File: config.mk
export PLATFORM = sky130hd
export DESIGN_NAME = enc_pwm_mixer
export DESIGN_NICKNAME = d
export VERILOG_FILES = /design/src/rtl/enc_pwm_mixer.sv
export SDC_FILE = /design/constraint.sdc
export NUM_CORES = 1
export LEC_CHECK = 0
export BUFFER_PORTS_ARGS = -buffer_cell sky130_fd_sc_hd__buf_4
export CELL_PAD_IN_SITES_DETAIL_PLACEMENT = 0
export CELL_PAD_IN_SITES_GLOBAL_PLACEMENT = 2
export CORE_MARGIN = 2
export CORE_UTILIZATION = 38
export DETAILED_ROUTE_END_ITERATION = 16
export PLACE_DENSITY = 0.76
export SKIP_CTS_REPAIR_TIMING = 1
export SLEW_MARGIN = 15
export SYNTH_ARGS = -nofsm -noshare
export SYNTH_HDL_FRONTEND = slang
export SYNTH_SLANG_ARGS = --single-unit
File: constraint.sdc
create_clock -name clk -period 2.4 [get_ports clk]
set_clock_uncertainty 0.1 [all_clocks]
set_input_delay 0.12 -clock clk [delete_from_list [all_inputs] [get_ports clk]]
set_output_delay 0.12 -clock clk [all_outputs]
set_load 0.01 [all_outputs]
File: src/rtl/enc_pwm_mixer.sv
// enc_pwm_mixer: quadrature encoder to PWM mixer.
//   Each channel synchronises and debounces its enc_a/enc_b pair and decodes
//   x1 quadrature into a PWM_WIDTH-bit level. A shared free-running counter
//   drives one registered PWM output per channel. The duty is a shadow copy
//   of the level, refreshed only at the end of each period.
// Ports:
//   clk          rising-edge clock
//   reset_n      synchronous active-low reset
//   enc_a, enc_b [CHANNELS]            asynchronous quadrature phases
//   pwm_out      [CHANNELS]            registered PWM outputs
//   level_out    [CHANNELS*PWM_WIDTH]  live level, channel i at [i*PWM_WIDTH +: PWM_WIDTH]
//   period_start                       high in the cycle pwm_cnt == 0
// Optional build macro: ENC_PWM_MIXER_SATURATE_EN (level saturates instead of wrapping).

// Two-flop synchroniser followed by a stable-count debouncer.
module enc_pwm_deb #(
  parameter int DEBOUNCE_LEN = 4
) (
  input  logic clk,
  input  logic reset_n,
  input  logic din,
  output logic dout
);
  localparam logic [7:0] LAST = 8'(DEBOUNCE_LEN - 1);

  logic [1:0] sync;
  logic [7:0] cnt;

  always_ff @(posedge clk) begin
    if (!reset_n) begin
      sync <= '0;
      cnt  <= '0;
      dout <= 1'b0;
    end else begin
      sync <= {sync[0], din};
      // Counting only while the synchronised level differs from the output;
      // a return to the output level restarts the count.
      if (sync[1] == dout) begin
        cnt <= '0;
      end else if (cnt == LAST) begin
        dout <= sync[1];
        cnt  <= '0;
      end else begin
        cnt <= cnt + 8'd1;
      end
    end
  end
endmodule

// One channel: debouncers, x1 decoder, level, shadow duty, PWM compare.
module enc_pwm_chan #(
  parameter int PWM_WIDTH    = 8,
  parameter int DEBOUNCE_LEN = 4
) (
  input  logic                 clk,
  input  logic                 reset_n,
  input  logic                 enc_a,
  input  logic                 enc_b,
  input  logic [PWM_WIDTH-1:0] pwm_cnt,
  input  logic                 duty_load,
  output logic [PWM_WIDTH-1:0] level,
  output logic                 pwm_out
);
  localparam logic [PWM_WIDTH-1:0] MAX = '1;

  logic                 filt_a, filt_b, filt_a_d;
  logic                 inc, dec;
  logic [PWM_WIDTH-1:0] duty;
  logic                 rise;

  enc_pwm_deb #(.DEBOUNCE_LEN(DEBOUNCE_LEN)) u_deb_a (
    .clk(clk), .reset_n(reset_n), .din(enc_a), .dout(filt_a));
  enc_pwm_deb #(.DEBOUNCE_LEN(DEBOUNCE_LEN)) u_deb_b (
    .clk(clk), .reset_n(reset_n), .din(enc_b), .dout(filt_b));

  assign rise = filt_a & ~filt_a_d;

  always_ff @(posedge clk) begin
    if (!reset_n) begin
      filt_a_d <= 1'b0;
      inc      <= 1'b0;
      dec      <= 1'b0;
      level    <= '0;
      duty     <= '0;
      pwm_out  <= 1'b0;
    end else begin
      filt_a_d <= filt_a;
      // Registered step pulses put the level update at DEBOUNCE_LEN+3.
      inc      <= rise & ~filt_b;
      dec      <= rise &  filt_b;
`ifdef ENC_PWM_MIXER_SATURATE_EN
      if (inc && level != MAX)
        level <= level + 1'b1;
      else if (dec && level != '0)
        level <= level - 1'b1;
`else
      if (inc)
        level <= level + 1'b1;
      else if (dec)
        level <= level - 1'b1;
`endif
      if (duty_load)
        duty <= level;
      pwm_out <= (pwm_cnt < duty);
    end
  end
endmodule

module enc_pwm_mixer #(
  parameter int CHANNELS     = 3,
  parameter int PWM_WIDTH    = 8,
  parameter int DEBOUNCE_LEN = 4
) (
  input  logic                          clk,
  input  logic                          reset_n,
  input  logic [CHANNELS-1:0]           enc_a,
  input  logic [CHANNELS-1:0]           enc_b,
  output logic [CHANNELS-1:0]           pwm_out,
  output logic [CHANNELS*PWM_WIDTH-1:0] level_out,
  output logic                          period_start
);
  localparam logic [PWM_WIDTH-1:0] MAX = '1;

  logic                 started;
  logic [PWM_WIDTH-1:0] pwm_cnt;
  logic [PWM_WIDTH-1:0] cnt_nxt;
  logic                 duty_load;

  // The counter holds at 0 through the release edge so the first cycle out
  // of reset is a period start.
  assign cnt_nxt   = started ? pwm_cnt + 1'b1 : '0;
  assign duty_load = (pwm_cnt == MAX);

  always_ff @(posedge clk) begin
    if (!reset_n) begin
      started      <= 1'b0;
      pwm_cnt      <= '0;
      period_start <= 1'b0;
    end else begin
      started      <= 1'b1;
      pwm_cnt      <= cnt_nxt;
      period_start <= (cnt_nxt == '0);
    end
  end

  for (genvar i = 0; i < CHANNELS; i++) begin : g_ch
    enc_pwm_chan #(
      .PWM_WIDTH   (PWM_WIDTH),
      .DEBOUNCE_LEN(DEBOUNCE_LEN)
    ) u_ch (
      .clk      (clk),
      .reset_n  (reset_n),
      .enc_a    (enc_a[i]),
      .enc_b    (enc_b[i]),
      .pwm_cnt  (pwm_cnt),
      .duty_load(duty_load),
      .level    (level_out[i*PWM_WIDTH +: PWM_WIDTH]),
      .pwm_out  (pwm_out[i])
    );
  end
endmodule

==> impl_metrics.toml <==
[sta]
clock.fmax_ghz = 0.465
slew_viol_final = 0
relSlewSlack_pct = 43.9
layout_min_cycle_time_ns = 2.15
rsz0062_at_grt = "no"
post-route-period-util_pct = 89.6
tightest_slew_ns = 0.841
hold_viol_final = 0
setup_viol = 0
fin_setup_tns_ns = 0

[synthesis]
ys_async_sr_fraction_pct = 0
syn_nets = 767
yosys_warnings = 0
synthFlopType = "dfxtp_1"
syn_area_mm2 = 0.00628
ys_ff_latch = 136
synth_cell_type_count = 49
syn_inst = 710
synth-edff-count = 0
ys_seq_area_share_pct = 43.4
synth.avg_cell_area_um2 = 8.84

[final_layout]
register_area_mm2 = 0.00272
finalNonFillerCells = 991
area_delta_synth_final_pct = 19.2
multiInputGateArea_mm2 = 0.00332
final_util_pct = 46.8
antenna_cells = 0
fin_nets = 819
num-fill-cells = 1630
drive_gt1_share_pct = 10.8
stdcell_area_mm2 = 0.00748

[min_path]
hp-start = "g_ch[1].u_ch.filt_a_d"
min_path_type = "reg -> reg"

[placement]
numPortBuffers = 35
gp_congestion = 0.784
dpl.hpwl_um = 9180
place_inst = 950
placedInstanceArea_mm2 = 0.00680

[global_route]
grt_first_pass_wirelength_um = 22800
grt_usage_pct = 16.0
antenna_found_initial = 0
grt-ovfl-total = 0
grt_start_max_net_pins = 30
grt_pass1_vias = 4804

[floorplan]
design.die.area_mm2 = 0.0176
core_mm2 = 0.0160
die_w_um = 133
initial_utilization_pct = 39.2
die_h_um = 133
ios = 36
num_rows = 46

[routing]
drc = 0
dr.pass1.iters = 4
avgRoutedWirePerCell_um = 13.2
via_count = 4824
vias_per_cell = 4.87
ant_nets = 0
drtIter0Drc = 159
drt-total-wl_um = 13000

[power_and_ir_drop]
p_int_mw = 3.93
peakVddDrop_uv = 489
powerDensity_mw_per_mm2 = 666
power_mw = 4.98
sw_frac_of_total_pct = 21.1
clkPwrFrac_pct = 52.0
p_seq_share_pct = 45.9
comb_power_share_pct = 2.1
switchingPower_mw = 1.05
power_leakage_nw = 3.07

[clocking]
cts_root_buf = "clkbuf_16"
cts_tree = "done"
clock_path_buffers = 2
clk_pin_slew_worst_paths_ns = 0.06
numCtsBuffers = 17
htree_levels = 4
worst_skew_pair.late_latency_ns = 0.42
cts.sinks = 136

[critical_path]
end_kind = "register"
start_kind = "register"
r2r_slack_ns = 0.25
path_class = "reg -> reg"
reg2regPathDepth = 7
crit_start = "g_ch[2].u_ch.inc"
arrival_ns = 2.35
endpoint = "g_ch[2].u_ch.level[5]"
path_max_fanout = 8
r2r_start = "g_ch[2].u_ch.inc"
r2r-end = "g_ch[2].u_ch.level[5]"
required_ns = 2.60

[flow_run]
max_cap_violations = 0

[outcome]
status = "finished, final reports clean"
[synthesized netlist by cell type, types with 3 or more instances]
master	n	area, um2
a21oi_1	51	255
mux2i_1	8	80.1
o21a_1	3	22.5
inv_1	34	128
nand3_1	44	220
nor3b_1	6	45.0
o221ai_1	4	35.0
nand4b_1	3	26.3
fa_1	3	60.1
clkbuf_1	11	41.3
xor2_1	41	359
and2_1	13	81.3
buf_4	3	22.5
nand2_1	88	330
nor3_1	17	85.1
o21ai_0	12	60.1
a211o_1	8	70.1
buf_2	7	35.0
ha_1	46	576
and3_1	15	93.8
dfxtp_1	136	2720
nor2_1	80	300
nor4_1	5	31.3
nand2b_1	4	25.0
xnor2_1	18	158
o2111a_1	3	33.8
nor4b_1	6	52.6
a21o_1	15	113
[worst max-delay path: stages, from the launching register on]
cell and delay (ns):
dfxtp_1 0.45, inv_1 0.19, ha_1 0.33, a211oi_2 0.28, o21bai_1 0.11, a21oi_1 0.18, nor4_1 0.07, a311o_1 0.33
[logic make-up (layout without fill, tap and decap cells)]
logic type / after synthesis / count (layout) / synth area share [%]
XOR/XNOR: 59 / 59 / 8.23
adder cells (fa/ha/maj): 49 / 49 / 10.1
flip-flops: 136 / 136 / 43.4
AO/OA/AOI/OAI: 108 / 108 / 11.1
AND/OR/NAND/NOR: 293 / 293 / 22.0
buffers and inverters: 56 / 121 / 3.67
multiplexers: 9 / 9 / 1.52
[cell type report]
class	instances	share of cell area (%)
clock buffer	21	6.29
clock inverter	11	1.62
inverter	34	1.71
multi-input combinational	518	44.4
sequential	136	36.4
tap	216	3.61
timing repair buffer	55	5.99
[registers in the layout, summed over array words and instances, names as in the netlist, 6 cells and up]
signal                  cells
g_ch.u_ch.u_deb_a.cnt      24
g_ch.u_ch.u_deb_a.sync      6
g_ch.u_ch.u_deb_b.sync      6
g_ch.u_ch.u_deb_b.cnt      24
g_ch.u_ch.duty             24
g_ch.u_ch.level            24
pwm_cnt                     8
[cells in the final DEF, fill, tap and decap left out, drive strengths merged, types with 4 or more instances in the layout]
| master | instances |
|---|---|
| a211o | 8 |
| a21o | 15 |
| a21oi | 51 |
| and2 | 13 |
| and3 | 15 |
| buf | 46 |
| clkbuf | 21 |
| clkinv | 6 |
| dfxtp | 136 |
| dlygate4sd3 | 9 |
| ha | 46 |
| inv | 35 |
| mux2i | 8 |
| nand2 | 88 |
| nand2b | 4 |
| nand3 | 45 |
| nor2 | 80 |
| nor3 | 17 |
| nor3b | 6 |
| nor4 | 5 |
| nor4b | 6 |
| o21ai | 14 |
| o221ai | 4 |
| xnor2 | 18 |
| xor2 | 41 |
[worst min-delay path by stage]
| stage | end | slack [ns] | depth (start not counted) |
|---|---|---|---|
| after floorplan | started | 0.05 | 0 |
| after global placement | g_ch[1].u_ch.u_deb_b.sync[0] | 0.23 | 2 |
| after detailed placement | g_ch[0].u_ch.u_deb_a.sync[0] | 0.24 | 2 |
| after CTS | g_ch[0].u_ch.u_deb_a.sync[0] | -0.21 | 2 |
| after global routing | g_ch[1].u_ch.inc | 0.33 | 1 |
| final | g_ch[1].u_ch.dec | 0.32 | 1 |
[power groups by stage]
stage          clock network (mW)  registers (mW)  logic [mW]
6_report                     2.59            2.29       0.103
3_3_place_gp                    0            2.34      0.0916
2_1_floorplan                   0            2.33      0.0558
3_5_place_dp                    0            2.34      0.0928
4_1_cts                      2.68            2.29      0.0933
5_1_grt                      2.77            2.29       0.115
[metrics by stage]
step	hold WS, ns	setup WS, ns
floorplan	0.0477	0.331
global placement	0.228	0.308
detailed placement	0.240	0.267
CTS	-0.211	0.250
global route	0.326	0.0499
finish	0.316	0.250
[routing by layer]
metal | vias up | global-route usage, % | share of wire [%]
met5 | - | 0 | 0
met4 | 0 | 5.20 | 0.90
met3 | 9 | 5.40 | 3.4
met2 | 41 | 26.1 | 46
met1 | 2225 | 20.1 | 50
li1 | 2549 | - | -
No activity file was read; power rests on OpenSTA's default activity.
